<file path="config.mk">
export PLATFORM = sky130hd
export DESIGN_NAME = chebyshev_recurrence
export DESIGN_NICKNAME = d
export VERILOG_FILES = /design/src/rtl/chebyshev_recurrence.sv
export SDC_FILE = /design/constraint.sdc
export NUM_CORES = 1
export LEC_CHECK = 0
export CORE_MARGIN = 2
export CORE_UTILIZATION = 58
export DETAILED_ROUTE_END_ITERATION = 10
export MAX_ROUTING_LAYER = met4
export PLACE_DENSITY_LB_ADDON = 0.2
export SLEW_MARGIN = 20
export SYNTH_ARGS = -nofsm -noshare
export SYNTH_HDL_FRONTEND = slang
export SYNTH_SLANG_ARGS = --single-unit
</file>
<file path="constraint.sdc">
create_clock -name clk -period 6.2 [get_ports clk]
set_input_delay 0.62 -clock clk [delete_from_list [all_inputs] [get_ports clk]]
set_output_delay 0.62 -clock clk [all_outputs]
set_load 0.03 [all_outputs]
</file>
<file path="src/rtl/chebyshev_recurrence.sv">
// Chebyshev polynomial generator: streams T_0(x) .. T_n(x) in fixed point using
// T_{k+1} = 2*x*T_k - T_{k-1}, one word per EMIT/STEP pair, with valid/ready on both sides.
module chebyshev_recurrence #(
  parameter int unsigned WL     = 16,
  parameter int unsigned I_BITS = 6,
  parameter int unsigned N_MAX  = 15,
  parameter int unsigned DEG_W  = 4
) (
  input  logic             clk,
  input  logic             rst_n,
  input  logic             in_valid_i,
  output logic             in_ready_o,
  input  logic [WL-1:0]    x_in_i,
  input  logic [DEG_W-1:0] deg_in_i,
  output logic             out_valid_o,
  input  logic             out_ready_i,
  output logic [WL-1:0]    out_data_o,
  output logic [DEG_W-1:0] out_index_o,
  output logic             out_last_o
);

  localparam int unsigned F = WL - I_BITS;

  typedef enum logic [1:0] {StIdle, StEmit, StStep} state_e;

  state_e           state_q, state_d;
  logic [WL-1:0]    x_q, x_d;
  logic [DEG_W-1:0] n_q, n_d;
  logic [DEG_W-1:0] k_q, k_d;
  logic [WL-1:0]    t_cur_q, t_cur_d;
  logic [WL-1:0]    t_prev_q, t_prev_d;

  logic             accept;
  logic             emit_hs;
  logic [DEG_W-1:0] deg_clamped;

  logic signed [2*WL:0] x_ext;
  logic signed [2*WL:0] t_ext;
  logic signed [2*WL:0] prod;
  logic [WL-1:0]        prod_shift;
  logic [WL-1:0]        t_next;

  assign accept  = in_valid_i && (state_q == StIdle);
  assign emit_hs = out_ready_i && (state_q == StEmit);

  // Degrees beyond the supported maximum are clamped rather than rejected.
  assign deg_clamped = (deg_in_i > DEG_W'(N_MAX)) ? DEG_W'(N_MAX) : deg_in_i;

  // Full-precision 2*x*T_cur, then floor shift back to the Q format; the
  // subtraction wraps modulo 2^WL and saturation is left to the consumer.
  assign x_ext      = {{(WL+1){x_q[WL-1]}}, x_q};
  assign t_ext      = {{(WL+1){t_cur_q[WL-1]}}, t_cur_q};
  assign prod       = (x_ext * t_ext) <<< 1;
  assign prod_shift = WL'(prod >>> F);
  assign t_next     = (k_q == '0) ? x_q : (prod_shift - t_prev_q);

  // Next-state logic for the sequencer and its datapath registers.
  always_comb begin
    state_d  = state_q;
    x_d      = x_q;
    n_d      = n_q;
    k_d      = k_q;
    t_cur_d  = t_cur_q;
    t_prev_d = t_prev_q;
    unique case (state_q)
      StIdle: begin
        if (accept) begin
          x_d      = x_in_i;
          n_d      = deg_clamped;
          k_d      = '0;
          t_cur_d  = WL'(1) << F;
          t_prev_d = '0;
          state_d  = StEmit;
        end
      end
      StEmit: begin
        if (emit_hs) begin
          state_d = (k_q == n_q) ? StIdle : StStep;
        end
      end
      StStep: begin
        t_prev_d = t_cur_q;
        t_cur_d  = t_next;
        k_d      = k_q + DEG_W'(1);
        state_d  = StEmit;
      end
      default: state_d = StIdle;
    endcase
  end

  // State and datapath registers, cleared asynchronously.
  always_ff @(posedge clk or negedge rst_n) begin
    if (!rst_n) begin
      state_q  <= StIdle;
      x_q      <= '0;
      n_q      <= '0;
      k_q      <= '0;
      t_cur_q  <= '0;
      t_prev_q <= '0;
    end else begin
      state_q  <= state_d;
      x_q      <= x_d;
      n_q      <= n_d;
      k_q      <= k_d;
      t_cur_q  <= t_cur_d;
      t_prev_q <= t_prev_d;
    end
  end

  // Outputs are decoded from state; the data fields read zero whenever no word is offered.
  always_comb begin
    in_ready_o  = (state_q == StIdle);
    out_valid_o = (state_q == StEmit);
    out_data_o  = out_valid_o ? t_cur_q : '0;
    out_index_o = out_valid_o ? k_q : '0;
    out_last_o  = out_valid_o && (k_q == n_q);
  end

endmodule

</file>
Word level (Yosys, flattened, before mapping)
Index checks and enable logic that the tools add are counted.

storage, ports and cells
  flip-flop bits (word level) = 58
  input bits = 24
  output and inout bits = 23
  logic and storage cells = 38

operators by class
  $mul = 1
  reductions and logical operators = 9
  order comparisons = 1
  add/sub/neg operators = 2
  muxes and demuxes = 14
  equal/unequal tests = 5

operators with widths
  kind                                                                    number
  16-bit 2-to-1 mux                                                       4
  16-bit case mux with 2 select lines                                     2
  16-bit by 16-bit multiplier with 25-bit output                          1
  16-bit subtractor                                                       1
  4-bit 2-to-1 mux                                                        3
  4-bit case mux with 2 select lines                                      1
  2-bit 2-to-1 mux                                                        3
  2-bit case mux with 3 select lines                                      1
  2-bit AND reduction                                                     3
  4-bit by 1-bit adder with 4-bit output (second input constant)          1
  4-bit equality test                                                     1
  4-bit > comparator (second input constant)                              1
  4-bit logical NOT                                                       1
  2-bit by 1-bit != test with 1-bit output (second input constant)        2
  1-bit logical AND                                                       3
  2-bit by 1-bit equality test with 1-bit output (second input constant)  1
  2-bit equality test (second input constant)                             1
  2-bit logical NOT                                                       1
  2-bit nonzero test                                                      1

Longest topological paths before layout
  depth in word-level cells = 4
  gate-level depth with buffers = 33
  mapped depth without buffers = 32

Worst setup path after synthesis
No wires, ideal clock.

  kind = reg-to-reg
  start = register t_cur_q[7]
  end = register t_cur_q[15]
  setup time = 0.126 ns
  cell stages (with the launch flop) = 29
  clock period less this slack = 6.817 ns
  path buffers = 2
  slack = -0.617 ns
  arrival = 6.691 ns
  required time = 6.074 ns
  cell sequence = dfrtp_1 -> clkbuf_1 -> clkbuf_1 -> nand2_1 -> fa_1 -> inv_1 -> fa_1 -> inv_1 -> fa_1 -> inv_1 -> fa_1 -> fa_1 -> inv_1 -> fa_1 -> inv_1 -> ha_1 -> a21o_1 -> o211ai_1 -> o211ai_2 -> o41ai_4 -> o21bai_1 -> xor2_1 -> ha_1 -> and3_1 -> a21oi_1 -> o31ai_1 -> o41ai_1 -> xnor2_1 -> o21ai_1

between the ends
  longest elaborated chain between the ends = 4

RTL lines
  item                                            RTL line  RTL
  start: declaration                              30        logic [WL-1:0] t_cur_q, t_cur_d;
  start signal: assignment                        105       t_cur_q <= t_cur_d;
  16-bit by 16-bit multiplier with 25-bit output  53        assign prod = (x_ext * t_ext) <<< 1;
  16-bit subtractor                               55        assign t_next = (k_q == '0) ? x_q : (prod_shift - t_prev_q);
  16-bit 2-to-1 mux                               55
  16-bit case mux with 2 select lines             65        unique case (state_q)

Every way passes these cells.
A chain may end at the register's enable or synchronous reset.

Worst setup path after layout
  start = register t_cur_q[6]
  end = register t_cur_q[11]

The elaborated chain is that of the path after synthesis.

==> impl_metrics.yaml <==
yosys:
  synth_top_flop_cell: "sky130_fd_sc_hd__dfrtp_1"
  yosys-top-cells-area: "sky130_fd_sc_hd__fa_1 36%, sky130_fd_sc_hd__dfrtp_1 13%, sky130_fd_sc_hd__ha_1 10%"
  mappedNetlistArea_um2: 10900
  synth.ff_latch_count: 58
  ys_seq_area_frac: 0.134
  synth_async_reset_ratio: 1.00
  yosys.area.top_type: "sky130_fd_sc_hd__fa_1"
  yosysWarnings: 0
  synth_enable_flop_cells: 0
  synth.lib_cells_used.distinct: 45
  synth_area_per_cell_um2: 9.32
  cells_after_synth: 1166
  synth.net_count: 1476
  netlist.area_leader.share: 0.365
sta:
  grt_setup_unrepaired: "true"
  fin_hold_viols: 0
  setup_viol: 13
  worst_clock_skew_ns: 0.00642
  worst_slew_pin_slew_ns: 0.732
  fin_hold_ws_ns: 0.436
  fin_crit_sh: 1.12
  timing_max_transition_violations_final: 0
  max_slew_margin: 0.512
  fmax_mhz: 144
  layout_min_cycle_time_ns: 6.94
  postLayoutSetupSlackWorst_ns: -0.739
  setup_total_negative_slack_ns: -5.72
placement:
  place.gp.congestion: 0.944
  dp.final_hpwl_um: 22200
  placed_area_um2: 12700
  io_buffer_count: 46
worst_setup_path:
  critical_path.startpoint: "t_cur_q[6]"
  worst_r2r_startpoint: "t_cur_q[6]"
  worst-path-max-fanout: 6
  kind_of_capture_point_of_the_worst_setup_path: "register"
  path_class: "reg2reg"
  arrival_time_at_the_worst_endpoint_ns: 7.15
  timing.critical_path.slowest_cell_delay_ns: 0.51
  cp_common_cell: "sky130_fd_sc_hd__fa_1"
  timing.critical_path.slowest_stage_cell: "sky130_fd_sc_hd__fa_1"
  critical_path_required_ns: 6.42
  kind_of_start_point_of_the_critical_path: "register"
final_layout:
  finish.instance_area_um2: 13600
  fin_nets: 1649
  post_route_cells_drive_above_1_share: 0.227
  syn_to_final_growth_pct: 25.6
  num_antenna_cells: 0
clock_tree:
  h-tree-depth: 3
  cts_root_buf: "sky130_fd_sc_hd__clkbuf_16"
  postCtsHoldBufs: 0
  cts_buffers: 9
  cts.sinks: 58
  clk-insertion-delay-late_ns: 0.33
  cts.reportedPaths.clkPinSlew_ns: 0.05
  tritoncts_clock_tree: "done"
  clock_tree.buffer_depth: 2
global_route:
  overflow: 0
  grt_max_degree: 59
  track_usage: 0.306
  antenna_found_initial: 0
  grt_pass1_wl_um: 46000
  vias_in_the_first_global_route: 9132
die:
  floorplan.die.width_um: 141
  boundaryPins: 47
  floorplan.initialDensity: 0.587
  cell_row_count: 50
  die_height_um: 141
  coreArea_um2: 18500
  die_area_um2: 19800
route:
  remaining_number_of_nets_flagged_by_the_antenna_check_after_routing: 0
  drt-wirelength-per-cell_um: 18.7
  drt_pre_antenna_iters: 5
  route.final.wire_length_um: 29400
  route.vias.total: 8622
  drc_errors: 0
  via_per_inst: 5.47
  drt_iter0_drc: 521
min_path:
  timing.hold.worst.class: "in2async"
run_status:
  outcome: "finished, violations left"
  violations_in_the_final_reports: "setup timing"
job:
  max_cap_violations: 0
placed cells by master (no fill, tap or decap), types with 5 or more instances in the layout:
| cell type | count |
|---|---|
| sky130_fd_sc_hd__clkbuf_16 | 9 |
| sky130_fd_sc_hd__buf_12 | 8 |
| sky130_fd_sc_hd__xnor2_1 | 38 |
| sky130_fd_sc_hd__ha_4 | 15 |
| sky130_fd_sc_hd__dfrtp_1 | 47 |
| sky130_fd_sc_hd__a22o_1 | 27 |
| sky130_fd_sc_hd__and2_1 | 126 |
| sky130_fd_sc_hd__clkdlybuf4s50_1 | 45 |
| sky130_fd_sc_hd__fa_1 | 194 |
| sky130_fd_sc_hd__xor2_1 | 13 |
| sky130_fd_sc_hd__dfrtp_2 | 11 |
| sky130_fd_sc_hd__buf_6 | 7 |
| sky130_fd_sc_hd__and2_4 | 5 |
| sky130_fd_sc_hd__nor3_2 | 5 |
| sky130_fd_sc_hd__a21oi_4 | 5 |
| sky130_fd_sc_hd__ha_1 | 68 |
| sky130_fd_sc_hd__o21ai_1 | 12 |
| sky130_fd_sc_hd__inv_1 | 261 |
| sky130_fd_sc_hd__nor2_1 | 20 |
| sky130_fd_sc_hd__mux2_2 | 23 |
| sky130_fd_sc_hd__inv_2 | 5 |
| sky130_fd_sc_hd__a32oi_1 | 5 |
| sky130_fd_sc_hd__buf_4 | 152 |
| sky130_fd_sc_hd__nand4_1 | 5 |
| sky130_fd_sc_hd__nor2b_1 | 5 |
| sky130_fd_sc_hd__o21ai_0 | 7 |
| sky130_fd_sc_hd__a21o_1 | 9 |
| sky130_fd_sc_hd__nand2_1 | 122 |
| sky130_fd_sc_hd__a21oi_2 | 13 |
| sky130_fd_sc_hd__nand2b_1 | 11 |
| sky130_fd_sc_hd__ha_2 | 5 |
worst max-delay path: cells and delay by family (launching register included):
kind | cells | cell delay [ns]
AO/OA/AOI/OAI | 8 | 1.38
buffers and inverters | 8 | 0.81
XOR/XNOR | 2 | 0.39
adder cells (fa/ha/maj) | 8 | 3.17
AND/OR/NAND/NOR | 5 | 0.58
flip-flops | 1 | 0.48
logic make-up (layout without fill, tap and decap cells):
logic type | Yosys count | in the layout | synth area share
fa+ha+maj | 286 | 286 | 0.466
simple gates | 320 | 320 | 0.150
compound gates | 105 | 105 | 0.0714
flops | 58 | 58 | 0.134
xor+xnor | 54 | 54 | 0.0435
buf+inv | 318 | 495 | 0.110
mux | 25 | 25 | 0.0257
layout make-up:
| cell class | count | area (µm²) |
|---|---|---|
| Sequential cell | 58 | 1470 |
| Clock inverter | 5 | 55.1 |
| Inverter | 267 | 1000 |
| Tap cell | 234 | 293 |
| Fill cell | 1289 | 4870 |
| Multi-Input combinational cell | 790 | 8750 |
| Timing Repair Buffer | 213 | 1840 |
| Clock buffer | 10 | 239 |
synthesized netlist by cell type, types with 2 or more instances:
cell type                  count
sky130_fd_sc_hd__a21o_1        9
sky130_fd_sc_hd__a21oi_1      18
sky130_fd_sc_hd__a21oi_2       2
sky130_fd_sc_hd__a22o_1       27
sky130_fd_sc_hd__a31oi_1       2
sky130_fd_sc_hd__a32oi_1       5
sky130_fd_sc_hd__and2_1      131
sky130_fd_sc_hd__and3_1        2
sky130_fd_sc_hd__buf_1         4
sky130_fd_sc_hd__clkbuf_1     47
sky130_fd_sc_hd__dfrtp_1      58
sky130_fd_sc_hd__fa_1        198
sky130_fd_sc_hd__ha_1         88
sky130_fd_sc_hd__inv_1       265
sky130_fd_sc_hd__mux2_2       23
sky130_fd_sc_hd__mux2i_1       2
sky130_fd_sc_hd__nand2_1     124
sky130_fd_sc_hd__nand2b_1     11
sky130_fd_sc_hd__nand3_1       2
sky130_fd_sc_hd__nand4_1       5
sky130_fd_sc_hd__nor2_1       24
sky130_fd_sc_hd__nor2b_1       7
sky130_fd_sc_hd__nor3_1        8
sky130_fd_sc_hd__nor3b_1       2
sky130_fd_sc_hd__o21a_1        4
sky130_fd_sc_hd__o21ai_0      17
sky130_fd_sc_hd__o21ai_1       7
sky130_fd_sc_hd__o21bai_1      4
sky130_fd_sc_hd__or3_1         2
sky130_fd_sc_hd__xnor2_1      39
sky130_fd_sc_hd__xor2_1       15
state kept, by name, indices dropped and copies added (netlist names):
register	flops
k_q	4
n_q	4
state_q	2
t_cur_q	16
t_prev_q	16
x_q	16
final timing paths:
| check | endpoint | cells after the start | slack, ns |
|---|---|---|---|
| setup / recovery | t_cur_q[11] | 31 | -0.74 |
| hold / removal | n_q[1] | 2 | 0.44 |
| setup reg to reg | t_cur_q[11] | 31 | -0.74 |
| hold reg to reg | t_prev_q[13] | 1 | 0.50 |
| max in group asynchronous | x_q[3] | 2 | 5.23 |
| min in group clk | t_prev_q[13] | 1 | 0.50 |
layer usage:
layer | wire (µm) | part of all wire | global-route usage
met5 | 0 | 0 | -
met4 | 1140 | 0.039 | 0.0995
met3 | 1680 | 0.057 | 0.0442
met2 | 14700 | 0.50 | 0.504
met1 | 11900 | 0.40 | 0.395
timing repair:
action,in CTS,in global routing
buffers inserted,9,15
gates cloned,0,0
pin swaps,9,47
gates resized for setup,33,74
endpoints found under the setup margin,13,13
stage by stage:
stage / worst slack, ns / utilization / std cells
2_1_floorplan: -0.204 / - / 1166
5_1_grt: -0.936 / 0.737 / 1577
3_3_place_gp: -0.754 / 0.684 / 1538
3_5_place_dp: -0.765 / 0.684 / 1538
4_1_cts: -0.505 / 0.712 / 1562
6_report: -0.739 / 0.737 / 1577
Power is not shown: default switching activity piles up to over one toggle a cycle in this logic, so the estimate is an artifact.
